<file path="src/rtl/calc_pkg.sv">
// Shared definitions for the calculator front end: core operation codes,
// keypad codes and the key sequencer state encoding.
package calc_pkg;

  localparam logic [2:0] OP_NONE  = 3'd0;
  localparam logic [2:0] OP_ENTER = 3'd1;
  localparam logic [2:0] OP_PLUS  = 3'd2;
  localparam logic [2:0] OP_MINUS = 3'd3;
  localparam logic [2:0] OP_MULT  = 3'd4;
  localparam logic [2:0] OP_DIV   = 3'd5;
  localparam logic [2:0] OP_ESC   = 3'd6;

  localparam logic [3:0] KEY_MAX_DIGIT = 4'd9;
  localparam logic [3:0] KEY_PLUS      = 4'd10;
  localparam logic [3:0] KEY_MINUS     = 4'd11;
  localparam logic [3:0] KEY_MULT      = 4'd12;
  localparam logic [3:0] KEY_DIV       = 4'd13;
  localparam logic [3:0] KEY_ENTER     = 4'd14;
  localparam logic [3:0] KEY_ESC       = 4'd15;

  typedef enum logic [2:0] {
    ST_ENTRY_A,
    ST_OP_ISSUE,
    ST_ENTRY_B,
    ST_EQ_ISSUE,
    ST_WAIT_DONE,
    ST_SHOW,
    ST_ERR,
    ST_ESC_ISSUE
  } seq_state_t;

  function automatic logic [2:0] key_to_op(input logic [3:0] key);
    case (key)
      KEY_PLUS:  key_to_op = OP_PLUS;
      KEY_MINUS: key_to_op = OP_MINUS;
      KEY_MULT:  key_to_op = OP_MULT;
      KEY_DIV:   key_to_op = OP_DIV;
      default:   key_to_op = OP_NONE;
    endcase
  endfunction

endpackage

</file>
<file path="src/rtl/calc_digit_shift.sv">
// Four-digit BCD entry register: digits shift in from the units end, the
// count caps entry at MAX_DIGITS, and load restarts entry with one digit.
module calc_digit_shift #(
  parameter int MAX_DIGITS = 4
) (
  input  logic       clk,
  input  logic       reset,
  input  logic       shift,
  input  logic       clear,
  input  logic       load,
  input  logic [3:0] key,
  output logic [7:0] dig_0,
  output logic [7:0] dig_1,
  output logic [7:0] dig_2,
  output logic [7:0] dig_3,
  output logic       all_zero
);

  localparam int CNT_W = $clog2(MAX_DIGITS + 1);

  logic [CNT_W-1:0] count_q;
  logic [3:0]       d0_q, d1_q, d2_q, d3_q;

  always_ff @(posedge clk) begin
    if (reset || clear) begin
      d0_q    <= 4'd0;
      d1_q    <= 4'd0;
      d2_q    <= 4'd0;
      d3_q    <= 4'd0;
      count_q <= '0;
    end else if (load) begin
      d0_q    <= key;
      d1_q    <= 4'd0;
      d2_q    <= 4'd0;
      d3_q    <= 4'd0;
      count_q <= CNT_W'(1);
    end else if (shift && (count_q < CNT_W'(MAX_DIGITS))) begin
      d3_q    <= d2_q;
      d2_q    <= d1_q;
      d1_q    <= d0_q;
      d0_q    <= key;
      count_q <= count_q + 1'b1;
    end
  end

  assign dig_0    = {4'd0, d0_q};
  assign dig_1    = {4'd0, d1_q};
  assign dig_2    = {4'd0, d2_q};
  assign dig_3    = {4'd0, d3_q};
  assign all_zero = ~|{d3_q, d2_q, d1_q, d0_q};

endmodule

</file>
<file path="src/rtl/calc_key_sequencer.sv">
// Keypad-to-core sequencer: collects operand A, operator, operand B, issues
// single-cycle operation pulses and tracks result, timeout and error status.
module calc_key_sequencer
  import calc_pkg::*;
#(
  parameter int TIMEOUT_CYCLES = 16,
  parameter int MAX_DIGITS     = 4
) (
  input  logic        clk,
  input  logic        reset,
  input  logic        key_valid,
  input  logic [3:0]  key_code,
  input  logic        cal_done,
  input  logic [27:0] cal_ans,
  output logic [7:0]  dig_0,
  output logic [7:0]  dig_1,
  output logic [7:0]  dig_2,
  output logic [7:0]  dig_3,
  output logic [2:0]  operation,
  output logic        disp_sel,
  output logic        ans_ovf,
  output logic        err,
  output logic        busy,
  output seq_state_t  state_dbg
);

  localparam int          CNT_W   = $clog2(TIMEOUT_CYCLES + 1);
  localparam logic [27:0] ANS_MAX = 28'd9999;

  // key_valid is a one-cycle strobe with no back-pressure: a key is consumed
  // in the cycle it is valid or lost, so keys during ISSUE states are dropped.
  seq_state_t       state_q, state_nxt;
  logic [2:0]       op_q, op_nxt, operation_nxt;
  logic [CNT_W-1:0] cnt_q, cnt_nxt;
  logic             dig_shift, dig_clear, dig_load, digits_zero;
  logic             is_digit, is_op, is_enter, is_esc;

  assign is_digit = key_valid && (key_code <= KEY_MAX_DIGIT);
  assign is_op    = key_valid && (key_code >= KEY_PLUS) && (key_code <= KEY_DIV);
  assign is_enter = key_valid && (key_code == KEY_ENTER);
  assign is_esc   = key_valid && (key_code == KEY_ESC);

  calc_digit_shift #(.MAX_DIGITS(MAX_DIGITS)) u_digits (
    .clk      (clk),
    .reset    (reset),
    .shift    (dig_shift),
    .clear    (dig_clear),
    .load     (dig_load),
    .key      (key_code),
    .dig_0    (dig_0),
    .dig_1    (dig_1),
    .dig_2    (dig_2),
    .dig_3    (dig_3),
    .all_zero (digits_zero)
  );

  always_comb begin
    state_nxt     = state_q;
    op_nxt        = op_q;
    cnt_nxt       = cnt_q;
    dig_shift     = 1'b0;
    dig_clear     = 1'b0;
    dig_load      = 1'b0;
    operation_nxt = OP_NONE;
    case (state_q)
      ST_ENTRY_A: begin
        if (is_digit) begin
          dig_shift = 1'b1;
        end else if (is_op) begin
          op_nxt    = key_to_op(key_code);
          state_nxt = ST_OP_ISSUE;
        end else if (is_esc) begin
          dig_clear = 1'b1;
          state_nxt = ST_ESC_ISSUE;
        end
      end
      // Digits stay on the bus through the pulse so the core captures operand A.
      ST_OP_ISSUE: begin
        dig_clear = 1'b1;
        state_nxt = ST_ENTRY_B;
      end
      ST_ENTRY_B: begin
        if (is_digit) begin
          dig_shift = 1'b1;
        end else if (is_enter) begin
          state_nxt = (op_q == OP_DIV && digits_zero) ? ST_ERR : ST_EQ_ISSUE;
        end else if (is_esc) begin
          dig_clear = 1'b1;
          state_nxt = ST_ESC_ISSUE;
        end
      end
      ST_EQ_ISSUE: begin
        cnt_nxt   = CNT_W'(1);
        state_nxt = ST_WAIT_DONE;
      end
      // cnt_q holds the number of cycles elapsed since the ENTER pulse.
      ST_WAIT_DONE: begin
        cnt_nxt = cnt_q + 1'b1;
        if (is_esc) begin
          dig_clear = 1'b1;
          state_nxt = ST_ESC_ISSUE;
        end else if (cal_done) begin
          state_nxt = ST_SHOW;
        end else if (cnt_nxt >= CNT_W'(TIMEOUT_CYCLES)) begin
          state_nxt = ST_ERR;
        end
      end
      ST_SHOW: begin
        if (is_esc) begin
          dig_clear = 1'b1;
          state_nxt = ST_ESC_ISSUE;
        end else if (is_digit) begin
          dig_load  = 1'b1;
          state_nxt = ST_ESC_ISSUE;
        end
      end
      ST_ERR: begin
        if (is_esc) begin
          dig_clear = 1'b1;
          state_nxt = ST_ESC_ISSUE;
        end
      end
      ST_ESC_ISSUE: state_nxt = ST_ENTRY_A;
      default:      state_nxt = ST_ENTRY_A;
    endcase

    case (state_nxt)
      ST_OP_ISSUE:  operation_nxt = op_nxt;
      ST_EQ_ISSUE:  operation_nxt = OP_ENTER;
      ST_ESC_ISSUE: operation_nxt = OP_ESC;
      default:      operation_nxt = OP_NONE;
    endcase
  end

  // Outputs are registered from the next state so they line up with state_q.
  always_ff @(posedge clk) begin
    if (reset) begin
      state_q   <= ST_ENTRY_A;
      op_q      <= OP_NONE;
      cnt_q     <= '0;
      operation <= OP_NONE;
      disp_sel  <= 1'b0;
      ans_ovf   <= 1'b0;
      err       <= 1'b0;
      busy      <= 1'b0;
    end else begin
      state_q   <= state_nxt;
      op_q      <= op_nxt;
      cnt_q     <= cnt_nxt;
      operation <= operation_nxt;
      disp_sel  <= (state_nxt == ST_SHOW);
      ans_ovf   <= (state_nxt == ST_SHOW) && (cal_ans > ANS_MAX);
      err       <= (state_nxt == ST_ERR);
      busy      <= (state_nxt == ST_WAIT_DONE);
    end
  end

  assign state_dbg = state_q;

endmodule
</file>
<file path="config.mk">
export PLATFORM = sky130hd
export DESIGN_NAME = calc_key_sequencer
export DESIGN_NICKNAME = d
export VERILOG_FILES = /design/src/rtl/calc_pkg.sv /design/src/rtl/calc_digit_shift.sv /design/src/rtl/calc_key_sequencer.sv
export SDC_FILE = /design/constraint.sdc
export NUM_CORES = 1
export LEC_CHECK = 0
export CORE_AREA = 8 8 75 77
export DETAILED_ROUTE_END_ITERATION = 6
export DIE_AREA = 0 0 83 85
export GPL_ROUTABILITY_DRIVEN = 0
export HOLD_SLACK_MARGIN = 0.05
export PLACE_DENSITY = 0.78
export SKIP_LAST_GASP = 1
export SYNTH_ARGS = -nofsm -noshare
export SYNTH_HDL_FRONTEND = slang
export SYNTH_SLANG_ARGS = --single-unit
export TNS_END_PERCENT = 20
</file>
<file path="constraint.sdc">
create_clock -name clk -period 2.5 [get_ports clk]
set_input_delay 0.25 -clock clk [delete_from_list [all_inputs] [get_ports clk]]
set_output_delay 0.25 -clock clk [all_outputs]
set_load 0.02 [all_outputs]
</file>
-- After elaboration in Yosys (flattened, before gate mapping)
Index checks and enable logic that the tools add are counted.
- register bits: 37
- bits in latches: 0
- RAM bits: 0
- bits in read-only memories: 0
- input port bits: 36
- output and inout bits: 42
- word-level logic and storage cells: 91
- memories kept: 0
- $add $sub $neg: 2
- multiply operators: 0
- div/mod/pow operators: 0
- order comparisons: 6
- equality and inequality tests: 20
- shift operators: 0
- muxes and demuxes: 32
- bitwise logic cells: 0
- reduce and logical (&&, ||, !) cells: 17
- operators with widths (operator ; count):
    3-bit 2-to-1 mux ; 14
    28-bit by 14-bit > comparator with 1-bit output (second input constant) ; 1
    3-bit == test (second input constant) ; 9
    4-bit == test (second input constant) ; 6
    3-bit one-hot mux with 8 select lines ; 1
    16-bit OR reduction ; 1
    3-bit one-hot mux with 4 select lines ; 1
    1-bit 2-to-1 mux ; 11
    5-bit one-hot mux with 2 select lines ; 1
    3-bit by 2-bit == test with 1-bit output (second input constant) ; 3
    3-bit one-hot mux with 3 select lines ; 1
    4-bit <= comparator (second input constant) ; 2
    1-bit logical AND ; 8
    4-bit 2-to-1 mux ; 2
    3-bit by 1-bit == test with 1-bit output (second input constant) ; 2
    5-bit by 1-bit adder with 5-bit output (second input constant) ; 1
    5-bit greater-or-equal comparator (second input constant) ; 1
    4-bit greater-or-equal comparator (second input constant) ; 1
    1-bit one-hot mux with 4 select lines ; 1
    2-bit nonzero test ; 2
    2-bit OR reduction ; 2
    3-bit by 1-bit adder with 3-bit output (second input constant) ; 1
    3-bit logical NOT ; 1
    3-bit less-than comparator (second input constant) ; 1
    3 further kinds ; 3

-- Depth between registers and ports, before layout
Gate-level depths: netlist of run 1.
- depth in word-level cells: 9
- gate-level depth with buffers: 7

-- Hierarchy
A second synthesis of run 1 with hierarchy kept.
- cells, all modules: 228
- area, all modules: 1925.6 µm²
- by module, submodules not included (module ; times used ; cells each ; area each (µm²)):
    calc_key_sequencer ; 1 ; 121 ; 989.7
    calc_digit_shift ; 1 ; 107 ; 935.9

-- Worst setup path after synthesis of run 1
No wires, ideal clock.
- path kind: register to register
- from: reg state_q[1] (netlist: state_dbg[1])
- to: reg operation[0]
- arrival: 1.723 ns
- path slack: 0.674 ns
- cell stages (with the launch flop): 8
- path buffers: 2
- clock period less this slack: 1.826 ns
- cells stage by stage: dfxtp_1 -> buf_6 -> or2_1 -> buf_6 -> nor4_4 -> a211oi_1 -> o21a_4 -> a2111oi_2
- cells in the longest elaborated chain, start to end: 6
- elaborated cells on any way between the ends: 24
- classes of those cells: 10 x eq/ne; 13 x mux; 1 x reduce/logical
- ends and longest elaborated chain (item ; line ; text):
    from (decl) ; calc_key_sequencer.sv:32 ; seq_state_t state_q, state_nxt;
    from (signal assigned) ; calc_key_sequencer.sv:147 ; state_q <= state_nxt;
    3-bit 2-to-1 mux, on equally long branches ; - ;
    3-bit 2-to-1 mux, on equally long branches ; calc_key_sequencer.sv:102, calc_key_sequencer.sv:69, calc_key_sequencer.sv:85 ;
    3-bit 2-to-1 mux, on equally long branches ; calc_key_sequencer.sv:99, calc_key_sequencer.sv:67, calc_key_sequencer.sv:83 ;
    3-bit one-hot mux with 8 select lines ; calc_key_sequencer.sv:65 ; case (state_q)
    3-bit == test (tied with other cells) ; calc_key_sequencer.sv:127 ; case (state_nxt)
    3-bit one-hot mux with 3 select lines * ; calc_key_sequencer.sv:127 ;
    to (signal assigned) ; calc_key_sequencer.sv:150 ; operation <= operation_nxt;
    to (decl) ; calc_key_sequencer.sv:19 ; output logic [2:0] operation,
Mark *: on every way between the ends. The rest lies on a longest branch, timed or not.
A chain may end at the register's enable or synchronous reset.

-- Final worst setup path of run 1
- from: reg state_q[0] (netlist: state_dbg[0])
- to: reg operation[1]
Same word-level chain as after synthesis.

==> results of run 1 <==
## power breakdown
part	internal (uW)	switching [uW]
combinational	125	139
clock	396	212
sequential	610	25.7
## cell usage in the layout, fill, tap and decap left out, types with 2 or more instances in the layout
cell | synthesis | routed
dfxtp_1 | 37 | 37
clkbuf_8 | 0 | 5
and2_1 | 2 | 2
buf_4 | 16 | 7
ha_1 | 2 | 2
a21oi_1 | 13 | 13
nand4_1 | 3 | 3
nand3_1 | 9 | 9
nand2b_1 | 3 | 3
nor2b_1 | 2 | 2
bufinv_16 | 0 | 2
nand2_1 | 13 | 13
clkdlybuf4s50_1 | 0 | 57
o32ai_1 | 2 | 2
xor2_1 | 2 | 2
nor3b_1 | 2 | 2
conb_1 | 1 | 16
mux2i_1 | 14 | 14
nor4_1 | 7 | 7
o21ai_0 | 9 | 9
nor2_1 | 30 | 30
inv_1 | 3 | 3
nor3_1 | 6 | 6
## critical path, cell delays in order (launching register included)
cell and delay, ns:
dfxtp_1 0.45, or2_1 0.39, nor4_4 0.45, a211oi_1 0.13, o21a_4 0.17, o32ai_1 0.31
## sequential cells by signal (all words and copies together), names as in the netlist
register          count
disp_sel              1
operation             3
u_digits.d0_q         4
err                   1
u_digits.count_q      3
busy                  1
ans_ovf               1
op_q                  3
cnt_q                 5
state_dbg             3
u_digits.d2_q         4
u_digits.d1_q         4
u_digits.d3_q         4
## metrics by stage
step | std cells | hold slack, ns | power, uW | utilization (%) | area (um2)
floorplan | 223 | 0.319 | 826 | - | 1880
global placement | 316 | 0.444 | 907 | 52.8 | 2390
detailed placement | 316 | 0.466 | 913 | 52.8 | 2390
CTS | 324 | 0.476 | 1520 | 55.7 | 2530
global route | 324 | 0.514 | 1570 | 55.7 | 2530
finish | 324 | 0.473 | 1510 | 55.7 | 2530
## per-layer routing
| layer | global-route usage [%] | vias up |
|---|---|---|
| met5 | 0 | - |
| met4 | 5.27 | 0 |
| met3 | 4.89 | 7 |
| met2 | 24.0 | 31 |
| met1 | 13.2 | 765 |
| li1 | - | 833 |
## path summary, 6_finish.rpt
| path | start | endpoint | cells past startpoint |
|---|---|---|---|
| worst max-delay path | state_dbg[0] | operation[1] | 5 |
| worst min register to register | op_q[1] | op_q[1] | 2 |
| worst min-delay path | op_q[1] | op_q[1] | 2 |
| worst max register to register | state_dbg[0] | operation[1] | 5 |
## cell type report
type,instances,area (um2)
Clock buffer,5,68.8
Sequential cell,37,741
Tap cell,54,67.6
Multi-Input combinational cell,158,951
Fill cell,420,2010
Inverter,3,11.3
Clock inverter,3,65.1
Timing Repair Buffer,64,623
## cell families (layout without fill, tap and decap cells)
| family | count (synthesis) | after routing | share of synthesized area (%) |
|---|---|---|---|
| adder cells (fa/ha/maj) | 2 | 2 | 1.37 |
| buffers and inverters | 28 | 75 | 10.2 |
| flip-flops | 37 | 37 | 40.7 |
| other | 1 | 16 | 0.206 |
| XOR/XNOR | 3 | 3 | 1.44 |
| AND/OR/NAND/NOR | 84 | 84 | 23.8 |
| multiplexers | 14 | 14 | 7.70 |
| AO/OA/AOI/OAI | 39 | 39 | 14.6 |
==> flow_metrics.tcl, run 1 <==
set metrics [dict create \
    die-area_um2 7060 \
    met3_length_um 232 \
    initial_core_util_pct 40.1 \
    num_rows 25 \
    syn_area_um2 1820 \
    worst_slack_ns 0.500 \
    yosysWarnings 0 \
    syn_avg_cell_area_um2 8.75 \
    crit_required_ns 2.69 \
    first_global_vias 1627 \
    num_vias 1636 \
    path_class "reg -> reg" \
    drive_gt1_share_pct 7.41 \
    synth_cell_types 46 \
    grt_max_degree 20 \
    ant_nets 0 \
    p_leak_uw 0.000987 \
    area_growth_pct 38.8 \
    synth_top_cell_by_area "dfxtp_1" \
    wl_per_cell_um 14.0 \
    grt_remaining_overflow 0 \
    dp_hpwl_um 3480 \
    clockRootBuffer "clkbuf_8" \
    power_density_nw_per_um2 597 \
    status "finished, final reports clean" \
    yosysMostFrequentCell "dfxtp_1" \
    finalMaxSlewViolations 0 \
    portBuffers 57 \
    syn_inst 208 \
    finalClockSkew_ns 0.0105 \
    rrSetupSlack_ns 0.50 \
    cts_num_sinks 37 \
    postCtsSetupBuffers 0 \
    hold_viol 0 \
    endpoint_kind "flip-flop" \
    route.top_layer_used "met4" \
    antenna_found_initial 0 \
    track_usage_pct 13.2 \
    cts_buffers 5 \
    async_flop_share_pct 0 \
    clock_latency_ns 0.30 \
    clock.fmax_mhz 500 \
    grt_pass1_wl_um 7750 \
    cp-start-kind "flip-flop" \
    ys_seq_area_share_pct 40.7 \
    wirelength_um 4520 \
    met1_length_um 1730 \
    rsz0062_at_grt "no" \
    io_pins 78 \
    yosys-top-cells-count "37 x dfxtp_1, 30 x nor2_1, 16 x buf_4, 14 x mux2i_1" \
    synth_edf_count 0 \
    ys_ff_latch 37 \
    max-vdd-ir-drop_v 0.000245 \
    firstDrtPassIters 4 \
    netlist.area_leader.share_pct 40.7 \
    path_max_fanout 14 \
    via_per_inst 5.05 \
    cts_max_path_buffers 2 \
    drc 0 \
    met2_length_um 2500 \
    setup_tns_ns 0 \
    setup_viol 0 \
    min_period_over_period_pct 80.0 \
    holdBufCountCts 0 \
    dp_slack_ns 0.303 \
    die-height_um 85 \
    timing.final.crit_period_ns 2.00 \
    drt-initial-drc-count 63 \
    cts_tree "built" \
    hold_path.class "reg -> reg" \
    synth_ff_type "dfxtp_1" \
    dieWidth_um 83 \
    max_cap_viol_count 0 \
    core_um2 4540 \
    clkTransAtPathRegs_ns 0.07 \
    cts_resized 0 \
    ys_top_cells_by_area "dfxtp_1 41%, mux2i_1 7.7%, buf_4 6.6%" \
    antenna_cells 0 \
    relSlewSlack_pct 62.9 \
    crit_arrival_ns 2.19 \
    worstMarginPinSlew_ns 0.553 \
    nets 307 \
    cts_htree_levels 2 \
]
(Power assumes the default switching activity.)
==> inputs of run 2 (changes only) <==
--- a/config.mk
+++ b/config.mk
@@ -5,12 +5,12 @@
 export SDC_FILE = /design/constraint.sdc
 export NUM_CORES = 1
 export LEC_CHECK = 0
-export CORE_AREA = 8 8 75 77
+export CORE_AREA = 8 8 79 81
 export DETAILED_ROUTE_END_ITERATION = 6
-export DIE_AREA = 0 0 83 85
+export DIE_AREA = 0 0 87 89
 export GPL_ROUTABILITY_DRIVEN = 0
 export HOLD_SLACK_MARGIN = 0.05
-export PLACE_DENSITY = 0.78
+export PLACE_DENSITY = 0.74
 export SKIP_LAST_GASP = 1
 export SYNTH_ARGS = -nofsm -noshare
 export SYNTH_HDL_FRONTEND = slang
==> constraint.sdc (replaced) <==
create_clock -name clk -period 1.8 [get_ports clk]
set_input_delay 0.18 -clock clk [delete_from_list [all_inputs] [get_ports clk]]
set_output_delay 0.18 -clock clk [all_outputs]
set_load 0.02 [all_outputs]
==> run 2 against run 1 <==
  * Clock power increased by 5.3%
  * Critical endpoint is now operation[0]
  * Sequential share of layout area down 2.2 points
  * First-iteration DRC count up 22%
  * Core utilization fell by 0.55 points
  * Design area is 8.7% higher
  * Hold slack got worse by 0.0071 ns
  * Largest cell class unchanged
  * Clock skew decreased by 0.0044 ns
==> flow_metrics.tcl, run 2 (synthesis gave the netlist of run 1 again) <==
set metrics [dict create \
    path_max_fanout 8 \
    cp_cell_sequence "ha_2 -> nand3_1 -> xor2_1 -> nor3_2 -> o31ai_4 -> a2111oi_4" \
    utilization_pct 55.2 \
    setup_viol 0 \
    hold_slack_ns 0.466 \
    grt_max_degree 17 \
    cts_num_sinks 37 \
    largest_reg_flops 5 \
    path_class "reg -> reg" \
    cts_htree_levels 2 \
    cts_buffers 5 \
    dieWidth_um 87 \
    rsz0062_at_grt "yes" \
    nets 327 \
    grt_remaining_overflow 0 \
    wirelength_um 5230 \
    max-vdd-ir-drop_v 0.000457 \
    num_rows 26 \
    finalMaxSlewViolations 0 \
    portBuffers 57 \
    firstDrtPassIters 4 \
    hold_viol 0 \
    min_period_over_period_pct 97.8 \
    clock.fmax_mhz 568 \
    rrSetupSlack_ns 0.04 \
    via_per_inst 4.89 \
    first_global_vias 1730 \
    cp-start-kind "flip-flop" \
    track_usage_pct 13.6 \
    antenna_cells 0 \
    crit_arrival_ns 1.96 \
    wl_per_cell_um 14.5 \
    drc 0 \
    drive_gt1_share_pct 16.6 \
    area_growth_pct 50.9 \
    die-area_um2 7740 \
    layout_common_cells "57 x clkdlybuf4s50_1, 35 x dfxtp_1, 30 x nor2_1" \
    regMostFlops "cnt_q" \
    dp_hpwl_um 4060 \
    fin_cells 360 \
    io_pins 78 \
    cts_tree "built" \
    core_um2 4980 \
    crit_path_max_incr_delay_ns 0.37 \
    postCtsSetupBuffers 0 \
    grt_pass1_wl_um 8340 \
    clkTransAtPathRegs_ns 0.07 \
    ant_nets 0 \
    die-height_um 89 \
    clock_latency_ns 0.30 \
    slowest_stage "a2111oi_4" \
    num_vias 1761 \
    status "finished, final reports clean" \
    antenna_found_initial 0 \
    dp_cells 352 \
    fill_cells 470 \
    drt-initial-drc-count 77 \
    power_density_nw_per_um2 715 \
    finalClockSkew_ns 0.00613 \
    cts_max_path_buffers 2 \
    crit_required_ns 2.00 \
    p_leak_uw 0.00109 \
    endpoint_kind "flip-flop" \
    clockRootBuffer "clkbuf_8" \
    max_cap_viol_count 0 \
    initial_core_util_pct 36.6 \
    timing.final.crit_period_ns 1.76 \
    layout_commonest_cell "clkdlybuf4s50_1" \
    hold_path.class "reg -> reg" \
]
run 2: changes by cell type in the layout (fill, tap and decap cells not counted), moves of 2 or more:
cell / previous run / this run
buf_4: 7 / 25
nor4_1: 7 / 4
nor4_2: 0 / 3
buf_12: 0 / 2
bufinv_16: 2 / 0
clkbuf_8: 5 / 7
dfxtp_1: 37 / 35
dfxtp_2: 0 / 2
run 2: final timing paths:
check,from,to,cells after the start
hold reg to reg,u_digits.count_q[2],u_digits.count_q[2],2
setup reg to reg,cnt_q[1],operation[0],6
setup / recovery,cnt_q[1],operation[0],6
hold / removal,u_digits.count_q[2],u_digits.count_q[2],2
run 2: report_power, final:
group | internal (uW) | total [uW] | switching [uW]
Combinational | 223 | 450 | 227
Clock | 346 | 640 | 294
Sequential | 848 | 873 | 25.0
Total | 1420 | 1960 | 546
run 2: worst max-delay path, delay by kind of cell, from the launching register on:
kind | cells | cell delay (ns)
fa+ha+maj | 1 | 0.20
flops | 1 | 0.36
xor+xnor | 1 | 0.18
simple gates | 2 | 0.41
compound gates | 2 | 0.52
run 2: repair_timing:
| item | CTS | global route |
|---|---|---|
| pin swaps | 0 | 1 |
| gates cloned | 0 | 0 |
| hold buffers | 0 | 0 |
| resized for setup | 0 | 11 |
| endpoints found under the setup margin | 6 | 9 |
run 2: per-layer routing:
layer	share of wire, %	track usage, %	vias up	wire, um
met5	0	0	-	0
met1	43	15.8	806	2240
li1	-	-	869	-
met4	2.1	6.10	0	112
met3	11	5.51	10	585
met2	44	21.4	76	2290
run 2: metrics by stage:
stage / setup slack, ns / instance area [um2] / power (uW) / setup TNS (ns)
2_1_floorplan: 0.0100 / 1880 / 1150 / 0
3_3_place_gp: -0.153 / 2590 / 1320 / -0.949
3_5_place_dp: -0.275 / 2590 / 1320 / -2.20
4_1_cts: -0.0828 / 2690 / 1960 / -0.229
5_1_grt: -0.0869 / 2750 / 2050 / -0.220
6_report: 0.0396 / 2750 / 1960 / 0
run 2: cell type report:
type	count	area (um2)	area share (%)
repair buffers	84	798	29.1
multi-input cells	158	1000	36.6
inverters	3	11.3	0.410
clock inverters	1	5.00	0.182
flip-flops and latches	37	743	27.1
clock buffers	7	96.3	3.51
well taps	70	87.6	3.19
